[src/rtl/pcint_ctrl.sv]
// pcint_ctrl: pin-change interrupt controller for one GPIO port.
// Synchronises and debounces each pad input, exposes the accepted levels,
// latches masked level changes into write-1-to-clear pending flags and
// drives a registered level interrupt request.
module pcint_ctrl #(
   parameter int WIDTH           = 8,
   parameter int SYNC_STAGES     = 2,
   parameter int DEBOUNCE_CYCLES = 4
) (
   input  logic             clk,
   input  logic             rst_n,
   input  logic [WIDTH-1:0] pin_in,
   output logic [WIDTH-1:0] pin_clean,
   input  logic             bus_sel,
   input  logic             bus_we,
   input  logic [1:0]       bus_addr,
   input  logic [WIDTH-1:0] bus_wdata,
   output logic [WIDTH-1:0] bus_rdata,
   output logic             irq
);

   localparam int                 CNT_W    = $clog2(DEBOUNCE_CYCLES + 1);
   localparam logic [CNT_W-1:0]   CNT_LAST = CNT_W'(DEBOUNCE_CYCLES - 1);
   localparam logic [CNT_W-1:0]   CNT_ONE  = CNT_W'(1);

   localparam logic [1:0] ADDR_PCMSK = 2'd0;
   localparam logic [1:0] ADDR_PCIFR = 2'd1;
   localparam logic [1:0] ADDR_PCICR = 2'd2;
   localparam logic [1:0] ADDR_PINS  = 2'd3;

   // Synchroniser chain, stage 0 samples the pads
   logic [SYNC_STAGES-1:0][WIDTH-1:0] sync_q, sync_d;
   logic [WIDTH-1:0]                  sync_last;

   // Debounce state
   logic [WIDTH-1:0][CNT_W-1:0] cnt_q, cnt_d;
   logic [WIDTH-1:0]            deb_q, deb_d;
   logic [WIDTH-1:0]            toggle;

   // Software-visible registers and interrupt output
   logic [WIDTH-1:0] pcmsk_q, pcmsk_d;
   logic [WIDTH-1:0] pcifr_q, pcifr_d;
   logic [WIDTH-1:0] pcifr_clr;
   logic             pcicr_q, pcicr_d;
   logic             irq_q, irq_d;
   logic             wr_en;

   // Shift raw pad levels through the synchroniser chain
   always_comb begin
      sync_d[0] = pin_in;
      for (int s = 1; s < SYNC_STAGES; s++) begin
         sync_d[s] = sync_q[s-1];
      end
   end

   assign sync_last = sync_q[SYNC_STAGES-1];

   // Accept a new level only after it has held for DEBOUNCE_CYCLES samples;
   // any return to the accepted level restarts the count
   always_comb begin
      cnt_d = cnt_q;
      deb_d = deb_q;
      for (int i = 0; i < WIDTH; i++) begin
         if (sync_last[i] == deb_q[i]) begin
            cnt_d[i] = '0;
         end else if (cnt_q[i] == CNT_LAST) begin
            deb_d[i] = sync_last[i];
            cnt_d[i] = '0;
         end else begin
            cnt_d[i] = cnt_q[i] + CNT_ONE;
         end
      end
   end

   assign toggle = deb_d ^ deb_q;

   // Register writes, flag latching and interrupt request. The flag set term
   // uses the mask held before any same-cycle write, and set beats clear.
   always_comb begin
      wr_en     = bus_sel & bus_we;
      pcmsk_d   = pcmsk_q;
      pcicr_d   = pcicr_q;
      pcifr_clr = '0;
      if (wr_en && (bus_addr == ADDR_PCMSK)) pcmsk_d   = bus_wdata;
      if (wr_en && (bus_addr == ADDR_PCIFR)) pcifr_clr = bus_wdata;
      if (wr_en && (bus_addr == ADDR_PCICR)) pcicr_d   = bus_wdata[0];
      pcifr_d = (pcifr_q & ~pcifr_clr) | (toggle & pcmsk_q);
      irq_d   = pcicr_q & (|pcifr_q);
   end

   // Zero-wait combinational read mux; idle or write cycles return 0
   always_comb begin
      bus_rdata = '0;
      if (bus_sel && !bus_we) begin
         case (bus_addr)
            ADDR_PCMSK: bus_rdata = pcmsk_q;
            ADDR_PCIFR: bus_rdata = pcifr_q;
            ADDR_PCICR: bus_rdata = WIDTH'(pcicr_q);
            ADDR_PINS:  bus_rdata = deb_q;
            default:    bus_rdata = '0;
         endcase
      end
   end

   // State registers, all cleared asynchronously by reset
   always_ff @(posedge clk or negedge rst_n) begin
      if (!rst_n) begin
         sync_q  <= '0;
         cnt_q   <= '0;
         deb_q   <= '0;
         pcmsk_q <= '0;
         pcifr_q <= '0;
         pcicr_q <= 1'b0;
         irq_q   <= 1'b0;
      end else begin
         sync_q  <= sync_d;
         cnt_q   <= cnt_d;
         deb_q   <= deb_d;
         pcmsk_q <= pcmsk_d;
         pcifr_q <= pcifr_d;
         pcicr_q <= pcicr_d;
         irq_q   <= irq_d;
      end
   end

   assign pin_clean = deb_q;
   assign irq       = irq_q;

endmodule
[config.mk]
export PLATFORM = sky130hd
export DESIGN_NAME = pcint_ctrl
export DESIGN_NICKNAME = d
export VERILOG_FILES = /design/src/rtl/pcint_ctrl.sv
export SDC_FILE = /design/constraint.sdc
export NUM_CORES = 1
export LEC_CHECK = 0
export BUFFER_PORTS_ARGS = -buffer_cell sky130_fd_sc_hd__clkbuf_2
export CORE_MARGIN = 4
export CORE_UTILIZATION = 40
export CTS_CLUSTER_SIZE = 8
export DETAILED_ROUTE_END_ITERATION = 6
export PLACE_DENSITY = 0.57
export SLEW_MARGIN = 30
export SYNTH_ARGS = -nofsm -noshare
export SYNTH_HDL_FRONTEND = slang
export SYNTH_SLANG_ARGS = --single-unit
[constraint.sdc]
create_clock -name clk -period 1.7 [get_ports clk]
set_clock_uncertainty 0.1 [all_clocks]
set_input_delay 0.17 -clock clk [delete_from_list [all_inputs] [get_ports clk]]
set_output_delay 0.17 -clock clk [all_outputs]
set_load 0.005 [all_outputs]
* Word-level counts from Yosys, hierarchy flattened
Cells that the tools add are included.
** Operators by class
- Add/sub/neg operators :: 8
- Equality and inequality tests :: 19
- Mux-type cells :: 35
- Bitwise gates (word level) :: 7
- Reduce and logical (&&, ||, !) cells :: 7
** Operators with widths (number)
- two-way mux 3 bit :: 16
- case mux 8 bit (4 select lines) :: 1
- adder 3 x 1 -> 3 bit, second input constant :: 8
- == test 3 x 2 -> 1 bit, second input constant :: 8
- bitwise AND 8 bit :: 2
- two-way mux 1 bit :: 16
- two-way mux 8 bit :: 2
- == test 1 bit :: 8
- NOT 8 bit :: 1
- OR 8 bit :: 1
- OR reduction 8 bit :: 1
- XOR 8 bit :: 1
- == test 2 bit, second input constant :: 2
- logical AND 1 bit :: 4
- bitwise AND 1 bit :: 2
- == test 2 x 1 -> 1 bit, second input constant :: 1
- zero test 2 bit :: 1
- zero test 1 bit :: 1
** Word-level totals
- Bits in registers :: 66
- Input port bits :: 22
- Output and inout port bits :: 17
- Logic and storage cells :: 91

* Logic depth before layout (Yosys ltp)
Gate-level depths: netlist of run 1.
- Word-level depth :: 6
- Gate-level depth with buffers :: 5
- Gate-level depth less buffers :: 4

* Worst setup path after synthesis of run 1
OpenSTA, ideal clock, no wires.
- Path type :: register to register
- Start :: register cnt_q[0] in the netlist's numbering
- End :: register deb_q[0] (netlist: pin_clean[0])
- Library setup time :: 0.125 ns
- Arrival :: 1.051 ns
- Data required time :: 1.475 ns
- Setup slack :: 0.424 ns
- Stages on the path, launching flop included :: 4
- Buffers on the path :: 0
- Clock period less this slack :: 1.276 ns
- Path through :: dfrtp_1 -> ha_1 -> nor2b_1 -> mux2_2
** On the way
- Cells in the longest elaborated chain, start to end :: 3
** RTL lines
- start, declared :: RTL line 36 : logic [WIDTH-1:0][CNT_W-1:0] cnt_q, cnt_d;
- start signal, assigned :: RTL line 117 : cnt_q <= cnt_d;
- == test 3 x 2 -> 1 bit :: RTL line 66 : end else if (cnt_q[i] == CNT_LAST) begin
- two-way mux 1 bit :: RTL line 66
- two-way mux 1 bit :: RTL line 64 : if (sync_last[i] == deb_q[i]) begin
- named net deb_d[0] :: RTL line 37 : logic [WIDTH-1:0] deb_q, deb_d;
- end signal, assigned :: RTL line 110 : deb_q <= '0;
- end signal, assigned :: RTL line 118 : deb_q <= deb_d;
- end, declared :: RTL line 37
The timed path passes the listed nets, and every way through them passes these cells.
A chain may end at the register's enable or synchronous reset.

* Worst setup path after layout of run 1
- Start :: register deb_q[0] (netlist: pin_clean[0])
- End :: output bus_rdata[0]
** On the way
- Cells in the longest elaborated chain, start to end :: 2
** RTL lines
- case mux 8 bit (4 select lines) :: RTL line 95 : case (bus_addr)
- two-way mux 8 bit :: RTL line 94 : if (bus_sel && !bus_we) begin
- end, declared :: RTL line 18 : output logic [WIDTH-1:0] bus_rdata,
Every way passes these cells.

==> flow_summary_export.csv, run 1 <==
group,metric,value,unit
critical_path,critPathArrivalTime,1.45,ns
route,drt-total-wl,5040,microns
floorplanning,ioPinCount,39,
cells_and_area,diodes,0,
placement,dp_hpwl,3440,microns
sta,hold_slack,0.0198,ns
logic_synthesis,syn-instance-count,196,
critical_path,slowest_stage,"mux4_2",
critical_path,path_max_fanout,2,
sta,period_share,1.01,
critical_path,cpPeakStageDelay,0.48,ns
floorplanning,dieArea,8050,sq um
global_routing,grt_first_pass_wirelength,8780,microns
hold_path,hold_class,"input port to flop",
global_routing,grt_antenna_before_repair,0,
logic_synthesis,netlist_area,2670,sq um
power,ir_drop,698,uV
cells_and_area,regArea,1650,sq um
power,power,4.51,mW
logic_synthesis,synth_area_leader_cell,"dfrtp_1",
sta,slew_headroom,0.747,
sta,setup_viol,1,
power,p_comb_frac,0.259,
logic_synthesis,synth_cell_types,32,
floorplanning,rows,29,
global_routing,grt_pass1_vias,1845,
route,first_iter_violations,50,
global_routing,grt_max_degree,67,
power,switching_share,0.297,
global_routing,track_usage,0.136,
power,internal-power,3.17,mW
route,post_drt_wl_per_cell,14.7,microns
placement,io_buffer_count,38,
logic_synthesis,synth-warning-count,0,
logic_synthesis,avgSynthCellArea,13.6,sq um
cells_and_area,post-route-util,0.513,
clock_tree,clockBufferDepth,2,
critical_path,cpLargestDelayFamily,"multiplexers",
power,power.net_switching,1.34,mW
status,status,"finished, violations left",
clock_tree,cts.sinks,66,
status,failed_checks,"setup timing",
logic_synthesis,synth_top_area_share,0.618,
cells_and_area,multi_input_area,985,sq um
logic_synthesis,synth_seq_cells,66,
route,ant_nets,0,
logic_synthesis,ys_async_sr_fraction,1.00,
clock_tree,clkLatencyLatePin,0.33,ns
sta,worstMarginPinSlew,0.380,ns
job,max_cap_violations,0,
floorplanning,die_w,89.7,microns
logic_synthesis,synth_edf_count,0,
cells_and_area,drive_gt1_frac,0.289,
critical_path,cp-end-kind,"primary output",
placement,placed_cell_area,2970,sq um
critical_path,crit_type,"flop to primary output",
cells_and_area,stdcell_count,343,
critical_path,crit_chain,"mux4_2 > nor2b_4 > clkbuf_2",
cells_and_area,n_fill_cell,587,
sta,finalCriticalPeriod,1.72,ns
clock_tree,clk_pin_slew,0.07,ns
placement,gp_congestion,0.736,
logic_synthesis,synth.most_common_cell,"dfrtp_1",
power,clkPwrFrac,0.231,
critical_path,cp.required,1.43,ns
cells_and_area,fin_area,3290,sq um
cells_and_area,syn2layout_area_growth,23.3,%
placement,placed_cells,310,
sta,clock.fmax,581,MHz
route,drc_errors,0,
clock_tree,root_buffer,"clkbuf_8",
critical_path,ff2ff_setup_slack,0.30,ns
logic_synthesis,synth_top_cells_by_area,"dfrtp_1 (62%), mux2_2 (7.2%), ha_1 (3.7%)",
critical_path,worst-path-buf-inv,1,
logic_synthesis,syn-num-nets,226,
cells_and_area,fin_nets,292,
floorplanning,die_y,89.7,microns
sta,finalHoldViolCount,0,
clock_tree,cts_made_buffers,9,
critical_path,worst_setup_path_start_kind,"flop",
sta,report.final.slew_viol_count,0,
global_routing,grt_overflow_total,0,
route,vias,1664,
clock_tree,h-tree-depth,3,
sta,rsz0062_at_grt,"yes",
sta,worst_slack,-0.0197,ns
logic_synthesis,synthFlopType,"dfrtp_1",
power,seqPwrFrac,0.510,
power,p_per_area,1370,nW/um^2
power,p_leak,1.57,nW
floorplanning,core_area,6420,sq um
logic_synthesis,ys_seq_area_frac,0.618,
floorplanning,initial_core_util,0.416,
route,drt_first_pass_iters,4,
route,avgViaCountPerCell,4.85,
logic_synthesis,synthTopCellsByCount,"dfrtp_1 (66), mux2_2 (17), nand2_1 (17)",
clock_tree,cts_tree,"done",
-- power groups by stage --
stage	clock network (mW)	registers, mW	logic [mW]
after detailed placement	0	2.34	1.11
after CTS	1.09	2.30	1.20
after global placement	0	2.33	1.08
final	1.04	2.30	1.17
after floorplan	0	2.26	0.762
after global routing	1.16	2.36	1.34
-- worst reg2reg max path: stages, from the launching register on --
cell	delay, ns
dfrtp_1	0.35
ha_1	0.17
nor2b_1	0.29
mux2_2	0.38
-- state kept, by name, indices dropped and copies added (netlist names) --
| name | cells |
|---|---|
| pcicr_q | 1 |
| sync_d | 8 |
| sync_last | 8 |
| irq | 1 |
| cnt_q | 24 |
| pcifr_q | 8 |
| pin_clean | 8 |
| pcmsk_q | 8 |
-- logic make-up after synthesis --
family	share of synthesized area
buffers and inverters	0.0150
AOI/OAI and AO/OA	0.0510
muxes	0.108
and+or+nand+nor	0.138
xor gates and xnor gates	0.0328
DFF	0.618
adders and majority gates	0.0375
-- final cells by class --
type	count	share of cell area
Clock buffer	15	0.0444
Timing Repair Buffer	60	0.124
Sequential cell	66	0.501
Multi-Input combinational cell	123	0.299
Tap cell	77	0.0292
Inverter	2	0.00228
-- repair_timing --
item | CTS | global route
hold buffers | 16 | 0
gates resized for setup | 3 | 0
endpoints found under the hold margin | 81 | 0
setup endpoints to repair | 2 | 2
cloned | 0 | 0
setup buffers | 2 | 0
-- per-stage QoR --
step           worst slack [ns]  setup TNS, ns
2_1_floorplan             0.424              0
6_report                -0.0197        -0.0197
5_1_grt                 -0.0707         -0.139
3_3_place_gp              0.267              0
4_1_cts                 -0.0414        -0.0569
3_5_place_dp              0.253              0
-- cells in the final DEF, fill, tap and decap left out, types with 2 or more instances in the layout --
cell            n
nor3b_1        10
and3_1          2
and2_1          2
nand2b_1        3
mux2i_1         7
nor2b_1         6
o2bb2ai_1       4
nor2_1          7
mux2_2         17
dfrtp_1        66
and3b_1         2
clkbuf_2       37
nor4_1          2
nand2_1        17
a21oi_1         2
a2bb2oi_1       5
dlygate4sd3_1  16
a32o_1          4
xnor2_1         6
xor2_1          4
inv_1           2
buf_4           5
clkbuf_1        6
ha_1            8
nor3_1          6
clkbuf_8        9
or2_2           2
-- path summary, 6_finish.rpt --
kind | from | endpoint | cells past startpoint
hold / removal | bus_wdata[0] | pcicr_q | 2
setup reg to reg | cnt_q[6] | pin_clean[2] | 3
max in group asynchronous | rst_n | sync_d[8] | 3
min in group asynchronous | rst_n | cnt_q[21] | 3
setup / recovery | pin_clean[0] | bus_rdata[0] | 3
hold reg to reg | sync_d[9] | sync_last[1] | 0
-- layer usage --
layer	track usage	routed length, microns	vias up
met1	0.175	2410	809
met2	0.211	2320	27
met4	0.0613	101	0
met3	0.0434	205	9
li1	-	-	819
met5	0	0	-
No activity file was read; power rests on OpenSTA's default activity.
==> run 2: changes to the inputs <==
- clock period: 1.7 -> 2.05 ns (I/O delays scaled with it)
==> run 2 against run 1 <==
- the run now ends clean
- power down 13%
- sequential power down 17%
- critical path depth did not move
- first-iteration DRC count up 26%
- cell count fell by 3.2%
- core utilization decreased by 0.94 points
- via count decreased by 0.66%
- worst hold slack better by 0.020 ns
- count of clock-buffer cells in the layout shrank 1
- worst setup slack better by 0.27 ns
- wire length is 3.7% lower
- critical path type unchanged
- largest power group unchanged
==> flow_summary_export.csv, run 2 (same netlist as run 1, synthesis figures left out) <==
group,metric,value,unit
power,switching_share,0.288,
sta,slew_headroom,0.692,
placement,placed_cells,307,
clock_tree,clk_pin_slew,0.07,ns
floorplanning,dieArea,8050,sq um
global_routing,track_usage,0.131,
critical_path,worst-path-buf-inv,1,
hold_path,hold_path_depth,2,
power,p_comb_frac,0.232,
floorplanning,rows,29,
route,avgViaCountPerCell,4.98,
status,status,"complete, no violations",
hold_path,hold_class,"input port to flop",
clock_tree,cts_tree,"done",
sta,report.final.slew_viol_count,0,
clock_tree,cts.sinks,66,
clock_tree,clockBufferDepth,2,
critical_path,cpLargestDelayFamily,"multiplexers",
cells_and_area,final_common_cell,"dfrtp_1",
sta,finalHoldViolCount,0,
floorplanning,die_w,89.7,microns
route,first_iter_violations,63,
placement,dp_hpwl,3370,microns
sta,worstMarginPinSlew,0.460,ns
power,ir_drop,457,uV
sta,setup-tns-final,0,ns
placement,io_buffer_count,38,
route,ant_nets,0,
critical_path,cpPeakStageDelay,0.48,ns
cells_and_area,syn2layout_area_growth,21.0,%
sta,clock.fmax,554,MHz
placement,gp_congestion,0.739,
global_routing,grt_antenna_before_repair,0,
route,post_drt_wl_per_cell,14.6,microns
critical_path,slowest_stage,"mux4_1",
critical_path,cp_num_cells,3,
floorplanning,core_area,6420,sq um
critical_path,cp-end-kind,"primary output",
power,internal-power,2.78,mW
sta,setup_viol,0,
cells_and_area,diodes,0,
critical_path,crit_chain,"mux4_1 > nor2b_1 > clkbuf_2",
cells_and_area,drive_gt1_frac,0.290,
sta,rsz0062_at_grt,"no",
cells_and_area,final_cell_mix,"dfrtp_1 (66), clkbuf_2 (37), nand2_1 (17), mux2_2 (17), clkbuf_8 (11)",
clock_tree,clkLatencyLatePin,0.32,ns
clock_tree,cts_resized,0,
global_routing,grt_overflow_total,0,
global_routing,grt_pass1_vias,1782,
route,drc_errors,0,
floorplanning,die_y,89.7,microns
cells_and_area,largest_reg_flops,24,
sta,finalCriticalPeriod,1.80,ns
cells_and_area,stdcell_count,332,
floorplanning,ioPinCount,39,
cells_and_area,fin_nets,280,
critical_path,rr_worst_depth,3,
critical_path,cp.required,1.75,ns
critical_path,path_max_fanout,4,
cells_and_area,n_fill_cell,579,
floorplanning,initial_core_util,0.416,
clock_tree,cts_made_buffers,9,
global_routing,grt_max_degree,67,
route,drt_first_pass_iters,4,
critical_path,worst_setup_path_start_kind,"flop",
critical_path,critPathArrivalTime,1.50,ns
route,vias,1653,
power,clkPwrFrac,0.277,
route,drt-total-wl,4850,microns
power,p_leak,1.54,nW
clock_tree,root_buffer,"clkbuf_8",
power,power.net_switching,1.12,mW
power,seqPwrFrac,0.491,
global_routing,grt_first_pass_wirelength,8400,microns
sta,period_share,0.880,
power,p_per_area,1210,nW/um^2
cells_and_area,regMostFlops,"cnt_q",
critical_path,crit_type,"flop to primary output",
clock_tree,h-tree-depth,3,
job,max_cap_violations,0,
## run 2: cell type report
cell class | instances | area (sq um) | share of cell area
clock buffers | 14 | 163 | 0.0503
clock inverters | 2 | 35.0 | 0.0108
inverters | 2 | 7.51 | 0.00232
multi-input cells | 123 | 981 | 0.303
flip-flops and latches | 66 | 1650 | 0.511
well taps | 77 | 96.3 | 0.0298
repair buffers | 48 | 300 | 0.0928
## run 2: routing by layer
metal,wire length (microns),vias up,global-route usage
li1,-,799,-
met1,2310,818,0.163
met2,2300,30,0.211
met3,179,6,0.0367
met4,59,0,0.0639
met5,0,-,0
## run 2: per-stage QoR
| stage | hold slack (ns) | instance area (sq um) | setup WS (ns) | utilization | total power, mW |
|---|---|---|---|---|---|
| after floorplan | -0.191 | 2670 | 0.747 | - | 2.50 |
| after global placement | 0.152 | 2950 | 0.389 | 0.459 | 2.82 |
| after detailed placement | 0.152 | 2950 | 0.369 | 0.459 | 2.86 |
| after CTS | 0.0214 | 3230 | 0.219 | 0.504 | 3.97 |
| after global routing | 0.0253 | 3230 | 0.170 | 0.504 | 4.18 |
| final | 0.0401 | 3230 | 0.246 | 0.504 | 3.91 |
## run 2: worst paths after layout
path	from	endpoint	slack, ns
max in group asynchronous	rst_n	cnt_q[8]	1.23
worst min register to register	sync_d[11]	sync_last[3]	0.24
worst min-delay path	bus_wdata[6]	pcmsk_q[6]	0.04
min in group asynchronous	rst_n	cnt_q[23]	0.31
worst max-delay path	pin_clean[0]	bus_rdata[0]	0.25
worst max register to register	cnt_q[9]	pin_clean[3]	0.65
## run 2: power by group through the flow
stage	combinational, mW	clock, mW	sequential [mW]
5_1_grt	1.04	1.18	1.96
2_1_floorplan	0.632	0	1.87
3_5_place_dp	0.909	0	1.95
3_3_place_gp	0.884	0	1.94
4_1_cts	0.928	1.12	1.92
6_report	0.907	1.08	1.92
## run 2: what timing repair did
action / in CTS / in global routing
hold buffers: 9 / 0
buffers inserted: 0 / 0
endpoints found under the hold margin: 74 / 0
